===== src/rtl/complement2_rr_sched.sv =====
// Round-robin front end for a shared 48-bit negation unit. The unit is configurable per transaction to 6/8/9/10/25/48-bit width.
// Results leave through a single registered stage that carries a requester tag, an overflow flag and an error flag.
module complement2_rr_sched #(
  parameter int N_REQ = 4,
  parameter int ID_W  = 2
) (
  input  logic                 clk,
  input  logic                 rst,
  input  logic [N_REQ-1:0]     req_valid,
  input  logic [N_REQ*48-1:0]  req_data,
  input  logic [N_REQ*3-1:0]   req_mode,
  output logic [N_REQ-1:0]     req_ready,
  output logic                 out_valid,
  input  logic                 out_ready,
  output logic [47:0]          out_data,
  output logic [ID_W-1:0]      out_id,
  output logic [2:0]           out_mode,
  output logic                 out_ovf,
  output logic                 out_err
);

  logic [47:0]     data_arr [N_REQ];
  logic [2:0]      mode_arr [N_REQ];
  logic [ID_W-1:0] rr_ptr_reg;
  logic            out_valid_reg;
  logic [47:0]     out_data_reg;
  logic [ID_W-1:0] out_id_reg;
  logic [2:0]      out_mode_reg;
  logic            out_ovf_reg;
  logic            out_err_reg;

  logic            free;
  logic            grant;
  logic            grant_found;
  logic [ID_W-1:0] grant_idx;
  logic [ID_W:0]   scan_sum;
  logic [ID_W-1:0] scan_idx;
  logic [ID_W-1:0] rr_ptr_next;

  generate
    for (genvar gi = 0; gi < N_REQ; gi++) begin : g_unpack
      assign data_arr[gi] = req_data[48*gi +: 48];
      assign mode_arr[gi] = req_mode[3*gi +: 3];
    end
  endgenerate

  assign free = ~out_valid_reg | out_ready;

  // Search from rr_ptr upward, wrapping at N_REQ (which need not be a power of two).
  always_comb begin
    grant_found = 1'b0;
    grant_idx   = '0;
    scan_sum    = '0;
    scan_idx    = '0;
    for (int o = 0; o < N_REQ; o++) begin
      scan_sum = {1'b0, rr_ptr_reg} + (ID_W+1)'(o);
      if (scan_sum >= (ID_W+1)'(N_REQ))
        scan_sum = scan_sum - (ID_W+1)'(N_REQ);
      scan_idx = scan_sum[ID_W-1:0];
      if (!grant_found && req_valid[scan_idx]) begin
        grant_found = 1'b1;
        grant_idx   = scan_idx;
      end
    end
  end

  assign grant = grant_found & free & ~rst;

  always_comb begin
    req_ready = '0;
    if (grant)
      req_ready[grant_idx] = 1'b1;
  end

  assign rr_ptr_next = (grant_idx == ID_W'(N_REQ-1)) ? '0 : grant_idx + ID_W'(1);

  // Shared negation datapath, configured by the granted request's mode.
  logic [47:0] sel_data;
  logic [2:0]  sel_mode;
  logic [47:0] width_mask;
  logic [47:0] top_bit;
  logic        mode_err;
  logic [47:0] operand;
  logic [47:0] ones_comp;
  logic [47:0] negated;
  logic        ovf;

  assign sel_data = data_arr[grant_idx];
  assign sel_mode = mode_arr[grant_idx];

  always_comb begin
    width_mask = '0;
    top_bit    = '0;
    mode_err   = 1'b0;
    case (sel_mode)
      3'd0: begin width_mask = 48'h0000_0000_003F; top_bit = 48'h0000_0000_0020; end
      3'd1: begin width_mask = 48'h0000_0000_00FF; top_bit = 48'h0000_0000_0080; end
      3'd2: begin width_mask = 48'h0000_0000_01FF; top_bit = 48'h0000_0000_0100; end
      3'd3: begin width_mask = 48'h0000_0000_03FF; top_bit = 48'h0000_0000_0200; end
      3'd4: begin width_mask = 48'h0000_01FF_FFFF; top_bit = 48'h0000_0100_0000; end
      3'd5: begin width_mask = 48'hFFFF_FFFF_FFFF; top_bit = 48'h8000_0000_0000; end
      default: mode_err = 1'b1;
    endcase
  end

  // Illegal modes zero the mask, so the operand and the result collapse to 0.
  assign operand   = sel_data & width_mask;
  assign ones_comp = ~operand;
  assign negated   = (ones_comp + 48'd1) & width_mask;
  assign ovf       = (operand == top_bit) & ~mode_err;

  always_ff @(posedge clk) begin
    if (rst) begin
      rr_ptr_reg    <= '0;
      out_valid_reg <= 1'b0;
      out_data_reg  <= '0;
      out_id_reg    <= '0;
      out_mode_reg  <= '0;
      out_ovf_reg   <= 1'b0;
      out_err_reg   <= 1'b0;
    end else if (grant) begin
      rr_ptr_reg    <= rr_ptr_next;
      out_valid_reg <= 1'b1;
      out_data_reg  <= negated;
      out_id_reg    <= grant_idx;
      out_mode_reg  <= sel_mode;
      out_ovf_reg   <= ovf;
      out_err_reg   <= mode_err;
    end else if (out_valid_reg && out_ready) begin
      out_valid_reg <= 1'b0;
    end
  end

  assign out_valid = out_valid_reg;
  assign out_data  = out_data_reg;
  assign out_id    = out_id_reg;
  assign out_mode  = out_mode_reg;
  assign out_ovf   = out_ovf_reg;
  assign out_err   = out_err_reg;

endmodule


===== config.mk =====
export PLATFORM = sky130hd
export DESIGN_NAME = complement2_rr_sched
export DESIGN_NICKNAME = d
export VERILOG_FILES = /design/src/rtl/complement2_rr_sched.sv
export SDC_FILE = /design/constraint.sdc
export NUM_CORES = 1
export LEC_CHECK = 0
export CAP_MARGIN = 40
export CORE_MARGIN = 2
export CORE_UTILIZATION = 40
export CTS_CLUSTER_DIAMETER = 150
export DETAILED_ROUTE_END_ITERATION = 10
export GPL_ROUTABILITY_DRIVEN = 0
export GPL_TIMING_DRIVEN = 0
export PLACE_DENSITY = 0.86
export SYNTH_ARGS = -nofsm -noshare
export SYNTH_HDL_FRONTEND = slang
export SYNTH_SLANG_ARGS = --single-unit

===== constraint.sdc =====
create_clock -name clk -period 6.45 [get_ports clk]
set_clock_uncertainty 0.1 [all_clocks]
set_input_delay 1.6125 -clock clk [delete_from_list [all_inputs] [get_ports clk]]
set_output_delay 1.6125 -clock clk [all_outputs]
set_load 0.05 [all_outputs]

# Word level (Yosys, flattened, before mapping)
# Cells that the tools add are included.
# word_totals
mem_bits_rw	0
ff_bits	58
latchBits	0
mem_bits_ro	0
memories	0
output_inout_bits	60
inputBits	211
# op_classes
eq_ne	7
reduce_logical	11
add_sub_neg	9
n_mux	35
magnitude_cmp	11
n_div	0
shift	0
n_mul	0
bitwise_logic	10
# ops
cell	n
one-hot mux 48 bit (6 select lines)	2
AND 48 bit	2
binary-select mux 48 bit (select 2 bit)	1
2-to-1 mux 48 bit	2
adder 48 x 1 -> 48 bit (second input constant)	1
equality test 48 bit	1
inverter 48 bit	1
2-to-1 mux 2 bit	9
< comparator 2 x 3 -> 1 bit (second input constant)	5
greater-or-equal comparator 3 bit (second input constant)	4
2-to-1 mux 1 bit	12
binary-select mux 1 bit (select 2 bit)	4
subtractor 2 x 1 -> 2 bit (second input constant)	4
adder 2 x 2 -> 3 bit (second input constant)	2
binary-select mux 3 bit (select 2 bit)	1
equality test 3 x 2 -> 1 bit (second input constant)	2
equality test 3 bit (second input constant)	2
2-to-1 mux 3 bit	2
OR reduction 6 bit	1
logical AND 1 bit	5
2-to-1 mux 4 bit	1
adder 2 x 1 -> 3 bit (second input constant)	1
AND 1 bit	3
equality test 3 x 1 -> 1 bit (second input constant)	1
11 further kinds	14

# Depth between registers and ports, before layout
# Gate-level depths: netlist of the first run.
# logic_depth
depth_word	24
mapped_depth	21

# Worst setup path after synthesis of the first run
# No wires, ideal clock.
# synth_path
path_type	input port to output port
startpoint	input port req_valid[2]
endpoint	output port req_ready[1]
t_required_ns	4.737
arrival_ns	3.712
path_slack_ns	1.026
cell_stages	9
n_path_buf	4
path_cell_list	nor2b_1 > buf_6 > or4b_4 > nand2_1 > buf_2 > buf_2 > buf_2 > ha_1 > and2_1
# synth_via
elab_chain_cells	17
word_cells_on_any_way	30
cone_classes	order compare (2); mux (19); bitwise (2); reduce/logical (7)
# synth_lines
item	line	rtl
from (decl)	9	input logic [N_REQ-1:0] req_valid,
binary-select mux 1 bit (select 2 bit)	60	if (!grant_found && req_valid[scan_idx]) begin
2-to-1 mux 1 bit (implied by the code)	60	
2-to-1 mux 1 bit	60	
zero test 1 bit	60	
logical AND 1 bit	60	
2-to-1 mux 1 bit	60	
zero test 1 bit	60	
logical AND 1 bit	60	
(+2 left out)	-	
logical AND 1 bit	60	
2-to-1 mux 2 bit (*)	60	
via grant_idx[0]	35	logic [ID_W-1:0] grant_idx;
< comparator 2 x 3 -> 1 bit (implied by the code) or greater-or-equal comparator 2 x 1 -> 1 bit (tied branches)	72	req_ready[grant_idx] = 1'b1;
logical AND 1 bit (implied by the code)	72	
2-to-1 mux 1 bit (implied by the code)	72	
demux 1 bit (select 2 bit) (*)	72	
2-to-1 mux 4 bit (*)	71	if (grant)
to (decl)	12	output logic [N_REQ-1:0] req_ready,
# The timed path passes the listed nets; every way through them passes the cells marked *. The select of a mux whose other input is x is not followed.

# Final worst setup path of the first run
# layout_path
startpoint	input port req_valid[2]
endpoint	output port req_ready[0]
# layout_via
elab_chain_cells	17
word_cells_on_any_way	30
cone_classes	order compare (2); mux (19); bitwise (2); reduce/logical (7)
# layout_lines
item	line
binary-select mux 1 bit (select 2 bit)	60
2-to-1 mux 1 bit (implied by the code)	60
2-to-1 mux 1 bit	60
zero test 1 bit	60
logical AND 1 bit	60
2-to-1 mux 1 bit	60
zero test 1 bit	60
logical AND 1 bit	60
2-to-1 mux 1 bit	60
zero test 1 bit	60
logical AND 1 bit	60
2-to-1 mux 2 bit	60
< comparator 2 x 3 -> 1 bit (implied by the code) or greater-or-equal comparator 2 x 1 -> 1 bit (tied branches)	72
logical AND 1 bit (implied by the code)	72
2-to-1 mux 1 bit (implied by the code)	72
demux 1 bit (select 2 bit)	72
2-to-1 mux 4 bit (*)	71
# Every way passes the cells marked *; elsewhere a longest branch is shown, timed or not. The select of a mux whose other input is x is not followed.

==> results.yml, run 1 <==
outcome:
  outcome: "completed"
sta:
  period_utilisation_layout_pct: 98.82
  final_hold_viol_count: 0
  finalSetupViolCount: 0
  final-max-slew-violation-count: 0
  relSlewSlack_pct: 41.87
  sum_of_negative_setup_slack_ns: 0
  worstMarginPinSlew_ns: 0.8640
  finalWorstPathRequiredPeriod_ns: 6.374
  fmax_mhz: 156.9
floorplanning:
  design.die.area_mm2: 0.01630
  fp.dieW_um: 127.7
  initial_utilization_pct: 40.54
  die_y_um: 127.7
  core_mm2: 0.01509
  placement_rows: 45
  number_of_top_level_pins: 271
global_route:
  grt_start_max_net_pins: 21
  gr-total-overflow: 0
  first_global_vias: 7513
  first_pass_grt_wire_length_um: 41190
  initial_antenna_violation_count: 0
  globalRouteTotalUtil_pct: 32.27
synthesis:
  syn-cell-area_mm2: 0.006117
  syn_area_per_cell_um2: 7.274
  yosys_register_bits: 58
  yosys_most_used_dff: "dfxtp_1"
  syn-num-nets: 1057
  yosysUniqueCellTypes: 74
  synth-async-reset-ratio_pct: 0
  synth-edff-count: 0
  synth-warning-count: 0
  netlist_top_cells_area: "dfxtp_1 (19%), nand2_1 (7.1%), nand3_1 (6.7%)"
  synth_largest_area_cell: "dfxtp_1"
  syn_inst: 841
  synth.yosys.seq_area_share_pct: 18.98
  synth_top_area_share_pct: 18.98
finish:
  diodes: 0
  n_fill_cell: 1313
  post_route_cells_drive_above_1_share_pct: 8.842
  largest_reg_flops: 48
  stdcell_count: 1319
  most-common-layout-cells: "clkdlybuf4s50_1 (266), nand2_1 (115), nand3_1 (82), o21ai_0 (58), dfxtp_1 (58)"
  design.final.nets: 1342
  area_growth_from_synthesis_to_layout_pct: 54.74
  fin_util_pct: 62.73
  layout.cells.most_common: "clkdlybuf4s50_1"
  layout_cell_area_excl_fill_mm2: 0.009465
power_and_ir_drop:
  share_comb_of_total_power_pct: 63.8
  seq_power_share_pct: 16.0
  irDropWorstVdd_uv: 147.7
  share_clk_of_total_power_pct: 20.1
  p_int_uw: 1488
  total_power_density_per_cell_area_mw_per_mm2: 299.9
  netSwitchingPower_uw: 1351
  p_leak_uw: 0.003325
  netSwitchingFraction_pct: 47.58
worst_setup_path:
  timing.critical_path.cells: "clkdlybuf4s50_1, nor2b_1, buf_6, or4b_4, nand2_1, clkinvlp_4, clkbuf_2, ha_1, and2_1, dlygate4sd2_1"
  crit_type: "in -> out"
  timing.critical_path.fanout_max: 12
  endpoint_kind: "output port"
  worst_setup_path_start_kind: "input pin"
  worst_path_max_delay_cell: "or4b_4"
  cp.required_ns: 4.74
  worst_path_largest_cell_delay_ns: 0.57
  arrival_time_reported_for_the_critical_path_endpoint_ns: 4.66
route:
  drc: 0
  antenna_left: 0
  drtIter0Drc: 940
  routed-via-count: 8290
  postRouteWirelength_um: 27820
  detail_route.first_pass.iterations: 6
  wl_per_cell_um: 21.09
  via_per_inst: 6.285
clocking:
  worst_setup_hold_path_clk_slew_ns: 0.05
  cts_tree: "done"
  cts_hold_buf: 0
  tritoncts.num_buffers: 9
  clock_tree.root_cell: "clkbuf_16"
  cts.sinks: 58
  worst_case_clock_buffer_depth: 2
  worst_skew_pair.late_latency_ns: 0.34
  cts.htree.levels: 3
placed_design:
  postPlaceCellArea_mm2: 0.009064
  place.detailed.hpwl_um: 21840
  numPlacedInstances: 1301
  io_buffers: 270
worst_hold_path:
  hp-class: "reg -> reg"
run:
  drv.max_cap_violation_count: 0
[layout make-up]
type                       instances  area, um^2  share of cell area [%]
buffer                            87       456.7                   4.825
clock buffer                      12       256.5                   2.710
inverter                           4       18.77                  0.1983
clock inverter                     4       97.59                   1.031
timing repair buffer             276        2731                   28.86
multi-input combinational        690        4508                   47.63
sequential                        58        1161                   12.27
tap                              188       235.2                   2.485
[cell families (layout without fill, tap and decap cells)]
| family | Yosys count | after routing | synth area share [%] |
|---|---|---|---|
| buf+inv | 93 | 383 | 7.506 |
| simple gates | 394 | 394 | 35.28 |
| xor+xnor | 43 | 43 | 6.157 |
| compound gates | 246 | 246 | 30.72 |
| mux | 1 | 1 | 0.1636 |
| flops | 58 | 58 | 18.98 |
| fa+ha+maj | 6 | 6 | 1.186 |
[power by group through the flow]
stage               logic (uW)  registers (uW)  clock network, uW
floorplan                  979             646                  0
global placement          1720             459                  0
detailed placement        1740             460                  0
CTS                       1760             454                571
global route              1910             460                585
finish                    1810             455                571
[final timing paths]
kind / from / endpoint / slack (ns) / cells past startpoint
max: req_valid[2] / req_ready[0] / 0.08 / 10
min: out_data[41]$_SDFFE_PP0P_ / out_data[41]$_SDFFE_PP0P_ / 0.35 / 2
max reg2reg: rr_ptr_reg[0]$_SDFFE_PP0P_ / out_data[22]$_SDFFE_PP0P_ / 1.59 / 16
min reg2reg: out_data[41]$_SDFFE_PP0P_ / out_data[41]$_SDFFE_PP0P_ / 0.35 / 2
[critical path, delay by kind of cell]
| kind | cells | cell delay, ns |
|---|---|---|
| fa+ha+maj | 1 | 0.24 |
| buf+inv | 5 | 1.70 |
| simple gates | 4 | 1.08 |
[synth_stat cells, types with 4 or more instances]
library cell and n:
o31ai_1 4, o21ai_0 58, a211oi_1 14, a31o_2 4, nor2b_1 7, nor3_1 6, nand2_1 115, nor4_1 40
a31oi_1 4, o21ai_1 7, xnor2_1 22, buf_1 4, and2_1 4, dfxtp_1 58, and3_1 21, ha_1 5
buf_4 4, buf_6 8, a32oi_1 28, nand3b_1 10, inv_1 4, a32o_1 7, buf_2 28, a21oi_1 19
a22o_1 17, nand4_1 10, xor2_1 21, clkbuf_1 45, a22oi_1 9, nor3b_1 38, a221oi_1 31, a21boi_0 4
a221o_1 4, nor2_1 39, o211ai_1 4, nand3_1 82
[stage by stage]
stage          setup WS, ns  hold slack (ns)  power (uW)
2_1_floorplan         1.026           0.3913        1624
3_3_place_gp        -0.5362           0.3349        2180
3_5_place_dp        -0.5586           0.3423        2202
4_1_cts             0.03911           0.3479        2784
5_1_grt           -0.006129           0.3700        2957
6_report            0.07638           0.3489        2839
[what timing repair did]
action,4_1_cts,5_1_grt
endpoints found under the hold margin,0,0
buffers inserted,2,2
gates resized for setup,16,13
pin swaps,1,1
setup endpoints to repair,5,21
[layer usage]
| metal | global-route usage [%] | routed length (um) | up-vias |
|---|---|---|---|
| met5 | 0 | 0 | - |
| met2 | 53.41 | 12800 | 611 |
| met4 | 13.32 | 1073 | 0 |
| met1 | 41.17 | 10940 | 3793 |
| li1 | - | - | 3806 |
| met3 | 6.302 | 3013 | 80 |
Note: power is estimated with default switching activity, not from simulation.
==> run 2: changes to the inputs <==
GPL_ROUTABILITY_DRIVEN = default   (was 0)
==> run 2 against run 1 <==
Against the previous run:
- worst hold slack improved by 0.0040 ns
- design area is 0.19% lower
- flip-flop and latch count unchanged
- final cell count about the same
- combinational power is essentially flat
- largest power group unchanged
- critical path depth rose by 4
- sequential power is essentially flat
- utilization decreased by 0.12 points
- via count increased by 0.69%
- die area unchanged
- first-iteration DRC count grew 0.64%
- sequential share of layout area about the same
==> results.yml, run 2 (synthesized netlist as in run 1, its figures left out) <==
sta:
  relSlewSlack_pct: 39.20
  period_utilisation_layout_pct: 97.88
  grt_setup_unrepaired: "false"
  sum_of_negative_setup_slack_ns: 0
  setup_slack_ns: 0.1368
  finalSetupViolCount: 0
  fmax_mhz: 158.4
  fin_hold_ws_ns: 0.3529
  final_hold_viol_count: 0
  final-max-slew-violation-count: 0
  worstMarginPinSlew_ns: 0.9036
  finalWorstPathRequiredPeriod_ns: 6.313
finish:
  most-common-layout-cells: "clkdlybuf4s50_1 (266), nand2_1 (115), nand3_1 (82), o21ai_0 (58), dfxtp_1 (58)"
  fin_util_pct: 62.61
  n_fill_cell: 1356
  largest_reg_flops: 48
  diodes: 0
  area_growth_from_synthesis_to_layout_pct: 54.45
  design.final.nets: 1341
  layout_cell_area_excl_fill_mm2: 0.009448
  layout.cells.most_common: "clkdlybuf4s50_1"
  post_route_cells_drive_above_1_share_pct: 9.292
power_and_ir_drop:
  total_power_density_per_cell_area_mw_per_mm2: 293.9
  seq_power_share_pct: 16.4
  irDropWorstVdd_uv: 144.9
  share_clk_of_total_power_pct: 17.9
  p_int_uw: 1410
  share_comb_of_total_power_pct: 65.7
  netSwitchingFraction_pct: 49.21
  netSwitchingPower_uw: 1367
  p_leak_uw: 0.003304
worst_setup_path:
  endpoint_kind: "output port"
  worst_path_largest_cell_delay_ns: 0.51
  worst-path-buf-inv: 9
  crit_family: "buffers and inverters"
  timing.critical_path.fanout_max: 11
  crit_type: "in -> out"
  cp.required_ns: 4.74
  worst_path_max_delay_cell: "clkdlybuf4s50_1"
  arrival_time_reported_for_the_critical_path_endpoint_ns: 4.60
  worst_setup_path_start_kind: "input pin"
  timing.critical_path.cells: "clkdlybuf4s50_1, nor2b_1, buf_6, a211o_1, buf_2, nand2_1, inv_1, buf_2, clkbuf_4, clkbuf_4, buf_4, ha_1, and2_1, clkdlybuf4s15_2"
route:
  routed-via-count: 8347
  via_per_inst: 6.333
  antenna_left: 0
  drtIter0Drc: 946
  postRouteWirelength_um: 28390
  wl_per_cell_um: 21.54
  drc: 0
  detail_route.first_pass.iterations: 5
placed_design:
  pre_cts_slack_ns: -0.5771
  gp_congestion: 0.9857
  postPlaceCellArea_mm2: 0.009071
  io_buffers: 270
  place.detailed.hpwl_um: 22210
global_route:
  first_global_vias: 7879
  first_pass_grt_wire_length_um: 42750
  initial_antenna_violation_count: 0
  gr-total-overflow: 0
  globalRouteTotalUtil_pct: 33.37
  grt_start_max_net_pins: 21
run:
  drv.max_cap_violation_count: 0
clocking:
  worst_skew_pair.late_latency_ns: 0.34
  tritoncts.num_buffers: 9
  worst_setup_hold_path_clk_slew_ns: 0.05
  cts.sinks: 58
  cts_hold_buf: 0
  worst_case_clock_buffer_depth: 2
  clock_tree.root_cell: "clkbuf_16"
  cts.htree.levels: 3
  cts_tree: "done"
outcome:
  outcome: "completed"
worst_hold_path:
  hp-class: "reg -> reg"
floorplanning:
  design.die.area_mm2: 0.01630
  die_y_um: 127.7
  core_mm2: 0.01509
  placement_rows: 45
  initial_utilization_pct: 40.54
  fp.dieW_um: 127.7
  number_of_top_level_pins: 271
[run 2: worst paths after layout]
path,cells after the start,slack (ns),startpoint,to
max,14,0.14,req_valid[2],req_ready[2]
min reg2reg,2,0.35,out_data[33]$_SDFFE_PP0P_,out_data[33]$_SDFFE_PP0P_
max reg2reg,20,1.70,rr_ptr_reg[0]$_SDFFE_PP0P_,out_data[46]$_SDFFE_PP0P_
min,2,0.35,out_data[33]$_SDFFE_PP0P_,out_data[33]$_SDFFE_PP0P_
[run 2: worst reg2reg max path: cells and delay by family (launching register included)]
| kind | cells | cell delay [ns] |
|---|---|---|
| and+or+nand+nor | 6 | 1.09 |
| DFF | 1 | 0.45 |
| adders and majority gates | 1 | 0.25 |
| buffers and inverters | 7 | 1.27 |
| xor gates and xnor gates | 1 | 0.19 |
| AOI/OAI and AO/OA | 5 | 1.27 |
[run 2: power by group through the flow]
stage	logic [uW]	registers (uW)	clock network (uW)
after floorplan	979	646	0
after global placement	1730	459	0
after detailed placement	1750	461	0
after CTS	1770	454	491
after global routing	1930	461	507
final	1820	456	497
[run 2: cell type report]
type | count | area, um^2 | share of cell area [%]
timing repair buffer | 275 | 2731 | 28.91
clock inverter | 4 | 50.05 | 0.5297
clock buffer | 12 | 256.5 | 2.715
buffer | 87 | 456.7 | 4.834
sequential | 58 | 1161 | 12.29
multi-input combinational | 690 | 4538 | 48.03
inverter | 4 | 18.77 | 0.1986
tap | 188 | 235.2 | 2.490
[run 2: layer usage]
layer | share of wire [%] | track usage (%) | routed length (um)
met1 | 39 | 42.65 | 11190
met2 | 46 | 54.58 | 12970
met5 | 0 | 0 | 0
met3 | 10 | 6.386 | 2974
met4 | 4.4 | 15.13 | 1263
[run 2: through the flow]
stage,std cells,total power [uW]
floorplan,841,1624
global placement,1299,2189
detailed placement,1301,2211
CTS,1316,2711
global route,1318,2901
finish,1318,2777
[run 2: timing repair]
item | in CTS | in global routing
gates cloned | 0 | 0
pin swaps | 1 | 2
endpoints found under the hold margin | 0 | 0
setup buffers | 1 | 2
gates resized for setup | 16 | 20
setup endpoints to repair | 9 | 21
==> run 3: changes to the inputs <==
CORE_ASPECT_RATIO = 1.1   (was default)
SKIP_LAST_GASP = 1   (was default)
==> run 3 against run 2 <==
Against the previous run:
- non-clock buffer count did not move
- fmax rose by 0.67%
- total power fell by 0.41%
- setup slack improved by 0.042 ns
- worst hold slack got worse by 0.0045 ns
- design area fell by 0.16%
- sequential power barely moved
- largest cell class unchanged
- largest power group unchanged
==> results.yml, run 3 (synthesized netlist as in run 1, its figures left out) <==
placed_design:
  numPlacedInstances: 1309
  place.detailed.hpwl_um: 22450
  postPlaceCellArea_mm2: 0.009074
  pre_cts_slack_ns: -0.5869
  io_buffers: 270
  gp_congestion: 1.003
clocking:
  cts_tree: "done"
  worst_skew_pair.late_latency_ns: 0.34
  worst_setup_hold_path_clk_slew_ns: 0.05
  clock_tree.root_cell: "clkbuf_16"
  cts.htree.levels: 3
  cts_hold_buf: 0
  worst_case_clock_buffer_depth: 2
  tritoncts.num_buffers: 9
  cts.sinks: 58
global_route:
  first_global_vias: 7786
  globalRouteTotalUtil_pct: 33.88
  initial_antenna_violation_count: 0
  gr-total-overflow: 0
  grt_start_max_net_pins: 21
  first_pass_grt_wire_length_um: 42810
floorplanning:
  placement_rows: 47
  initial_utilization_pct: 40.79
  number_of_top_level_pins: 271
  die_y_um: 133.7
  fp.dieW_um: 121.9
  design.die.area_mm2: 0.01630
  core_mm2: 0.01500
power_and_ir_drop:
  netSwitchingPower_uw: 1368
  total_power_density_per_cell_area_mw_per_mm2: 293.2
  irDropWorstVdd_uv: 140.8
  share_clk_of_total_power_pct: 17.7
  p_int_uw: 1398
  netSwitchingFraction_pct: 49.45
  seq_power_share_pct: 16.5
  share_comb_of_total_power_pct: 65.8
  p_leak_uw: 0.003307
worst_setup_path:
  r2r_cells: 20
  timing.critical_path.fanout_max: 11
  arrival_time_reported_for_the_critical_path_endpoint_ns: 4.56
  ff2ff_setup_slack_ns: 1.73
  crit_type: "in -> out"
  critical_path.reg2reg.startpoint: "rr_ptr_reg[1]$_SDFFE_PP0P_"
  worst_r2r_endpoint: "out_data[46]$_SDFFE_PP0P_"
  worst_setup_path_start_kind: "input pin"
  endpoint_kind: "output port"
  cp.required_ns: 4.74
route:
  postRouteWirelength_um: 28880
  antenna_left: 0
  routed-via-count: 8393
  drtIter0Drc: 837
  wl_per_cell_um: 21.78
  drc: 0
  detail_route.first_pass.iterations: 6
  via_per_inst: 6.330
worst_hold_path:
  hp-class: "reg -> reg"
  hold_path_end: "out_data[41]$_SDFFE_PP0P_"
  worst_hold_startpoint: "out_data[41]$_SDFFE_PP0P_"
  whs_path_depth: 2
finish:
  most-common-layout-cells: "clkdlybuf4s50_1 (266), nand2_1 (115), nand3_1 (82), o21ai_0 (58), dfxtp_1 (58)"
  fin_util_pct: 62.90
  largest_reg_flops: 48
  combined_area_of_the_multi_input_logic_cells_mm2: 0.004517
  stdcell_count: 1326
  design.final.nets: 1341
  layout.cells.most_common: "clkdlybuf4s50_1"
  n_fill_cell: 1364
  layout_cell_area_excl_fill_mm2: 0.009433
  final-seq-area_mm2: 0.001161
  diodes: 0
  post_route_cells_drive_above_1_share_pct: 9.027
  area_growth_from_synthesis_to_layout_pct: 54.20
sta:
  sum_of_negative_setup_slack_ns: 0
  period_utilisation_layout_pct: 97.23
  finalWorstPathRequiredPeriod_ns: 6.271
  relSlewSlack_pct: 37.19
  grt_setup_unrepaired: "true"
  final-max-slew-violation-count: 0
  final_hold_viol_count: 0
  fmax_mhz: 159.5
  finalSetupViolCount: 0
  worstMarginPinSlew_ns: 0.9421
  setup_slack_ns: 0.1787
run:
  drv.max_cap_violation_count: 0
outcome:
  outcome: "completed"
## run 3: timing repair
action,4_1_cts,5_1_grt
endpoints found under the setup margin,4,22
buffers inserted,1,4
pin swaps,0,2
resized for setup,13,18
## run 3: layer usage
layer	wire length [um]	part of all wire (%)	vias to the layer above	global-route usage, %
met5	0	0	-	0
met4	1076	3.7	0	11.81
met3	3029	10	95	5.265
met2	13390	46	619	56.49
met1	11390	39	3876	44.15
li1	-	-	3803	-
## run 3: through the flow
stage	hold slack [ns]	power [uW]
floorplan	0.3913	1624
global placement	0.3352	2195
detailed placement	0.3446	2210
CTS	0.3517	2707
global route	0.3593	2884
finish	0.3484	2766
## run 3: final cells by class
type                    count  area share (%)
repair buffers            277           29.06
flip-flops and latches     58           12.31
clock inverters             6          0.7030
plain buffers              85           4.709
well taps                 196           2.600
multi-input cells         690           47.88
inverters                   4          0.1990
clock buffers              10           2.533
## run 3: power by group through the flow
stage | registers [uW] | logic [uW] | clock network [uW]
after global routing | 461 | 1920 | 503
final | 455 | 1820 | 490
after detailed placement | 460 | 1750 | 0
after CTS | 455 | 1770 | 487
after floorplan | 646 | 979 | 0
after global placement | 460 | 1740 | 0
## run 3: how the worst max path moves through the flow
stage / slack, ns / cells after the start / to / startpoint
after floorplan: 1.03 / 9 / req_ready[1] / req_valid[2]
after global placement: -0.59 / 12 / req_ready[2] / req_valid[0]
after detailed placement: -0.59 / 12 / req_ready[3] / req_valid[0]
after CTS: -0.01 / 11 / req_ready[3] / req_valid[3]
after global routing: -0.03 / 20 / out_data[46]$_SDFFE_PP0P_ / req_valid[1]
final: 0.18 / 14 / req_ready[3] / req_valid[2]
## run 3: worst max-delay path, stage by stage
cell and delay (ns):
clkdlybuf4s50_1 0.49, nor2b_1 0.17, buf_6 0.17, a211o_1 0.11, buf_2 0.18, nand2_1 0.12, inv_1 0.10, buf_2 0.24
clkbuf_4 0.27, clkbuf_4 0.28, buf_4 0.26, ha_1 0.18, and2_1 0.11, buf_2 0.25
==> RTL edit: new RTL, config.mk and constraints of run 3 <==
Register the output `out_err` once more, without a reset; this adds one clock of latency there. The other outputs are not delayed to match.
--- a/src/rtl/complement2_rr_sched.sv
+++ b/src/rtl/complement2_rr_sched.sv
@@ -136,7 +136,9 @@
   assign out_id    = out_id_reg;
   assign out_mode  = out_mode_reg;
   assign out_ovf   = out_ovf_reg;
-  assign out_err   = out_err_reg;
+  always_ff @(posedge clk) begin
+    out_err <= out_err_reg;
+  end
 
 endmodule
 
Formal check against the unedited RTL: not equivalent (a bounded check fails within 4 cycles, from zero or initial values and one cycle with rst high).
==> RTL edit against run 3 <==
  * Wire length increased by 0.79%
  * Count of clock-buffer cells in the layout decreased by 1
  * Total power decreased by 1.1%
  * Design area about the same
  * Synthesized area increased by 0.33%
  * Synthesized cell count increased by 0.12%
  * Sequential share of layout area increased by 0.21 points
  * Worst setup slack got worse by 83 ps
  * Via count increased by 2.5%
  * Core utilization decreased by 0.24 points
  * Clock power decreased by 8.6%
  * Sequential cell count increased by 1
  * Global-route usage increased by 0.64 points
==> RTL edit: results (changes against run 3) <==
R2R setup slack=1670 ps (-60 ps); reg-to-reg startpoint=rr_ptr_reg[1]; total power=0.00274 W (-1.1%); largest net degree at the start of global routing=13 (-38%); Post-synth ARST share=0% (unchanged); hold_buf cts=0 (unchanged); first-pass GRT wire length=43800 µm (+2.3%); vias in the first global route=7940 (+2.0%); Slew @ Worst Pin=900 ps (-42.2 ps); buffer count from post-CTS setup fixing=0 (-1); drt first pass iters=5 (-1); Finished Layout Cells=1327 (+0.075%); leak pwr=3.29 nW (-0.49%); HP Start=out_err_reg; layout cells sized above 1=9.28% (+0.26 points); Data arrival, critical path=4640 ps (+80 ps); clock tree buffer depth=2 (unchanged); RR Endpoint=out_data[34]; Mean Syn Cell Area=7.29 µm² (+0.21%); Synth area leaders=dfxtp_1, nand2_1, nand3_1; clk pwr=0.000448 W (-8.6%); most frequent cells after synthesis=nand2_1, nand3_1, dfxtp_1; status=completed; gr usage total=34.5% (+0.64 points); FILL cells=1386 (+1.6%); HPWL after DPL=22700 µm (+1.3%); CP peak stage delay=530 ps (+40 ps); RD Place Congestion=0.971 (-3.1%); hold slack=254 ps (-94.1 ps); Mapped Nets=1058 (+0.095%); pre-CTS setup slack=-584 ps (+3.17 ps); post-CTS sizing=17 (+4); hold path depth=0 (-2); worst vdd ir=0.000131 V (-6.9%); WL per Instance=21.9 µm (+0.71%); Worst Reg-to-Reg Cells=21 (+5.0%); placed standard-cell area=9090 µm² (+0.23%); seq pwr=0.000464 W (+2%); initial antenna violation count=0 (unchanged)
[RTL edit: cell types whose count changed after synthesis]
cell	before	now
dfxtp_1	58	59
[RTL edit: cell families (layout without fill, tap and decap cells)]
family          Yosys count  count (layout)  share of synthesized area, %
mux                       1               1                         0.163
compound gates          246             246                          30.6
xor+xnor                 43              43                          6.14
simple gates            394             394                          35.2
flops                    59              59                          19.2
fa+ha+maj                 6               6                          1.18
buf+inv                  93             382                          7.48
[RTL edit: final cells by class]
type                       count  area (µm²)  area share, %
inverter                       4        18.8          0.199
tap                          196         245           2.60
multi-input combinational    690        4530           48.0
clock inverter                 7        53.8          0.570
clock buffer                   9         225           2.39
sequential                    59        1180           12.5
buffer                        88         462           4.89
timing repair buffer         274        2720           28.9
[RTL edit: metal layers]
metal	track usage, %	wire (µm)
met4	13.4	1080
met1	43.4	11200
met5	0	0
met2	58.2	13600
met3	6.38	3160
[RTL edit: worst reg2reg max path, stage by stage (launching register included)]
cell and delay [ps]:
dfxtp_1 360, buf_2 230, nand2_1 70, a211o_1 250, buf_2 170, nand2_1 120
inv_1 70, buf_2 200, buf_4 220, buf_2 230, a211oi_1 450, nor2_1 140
nand2_1 100, ha_1 230, inv_1 80, nor3_2 300, o211ai_1 230, a21oi_2 370
buf_2 310, nand4_1 130, xor2_1 210, o21ai_1 90
[RTL edit: worst max path at each step]
stage                       startpoint      endpoint  slack (ps)  cells after the start
after floorplan           req_valid[2]  req_ready[1]        1030                      9
after global placement    req_valid[0]  req_ready[3]        -550                     12
after detailed placement  req_valid[0]  req_ready[3]        -580                     12
after CTS                 req_valid[2]  req_ready[3]          10                     14
after global routing      req_valid[2]  req_ready[2]         -20                     14
final                     req_valid[2]  req_ready[2]         100                     14
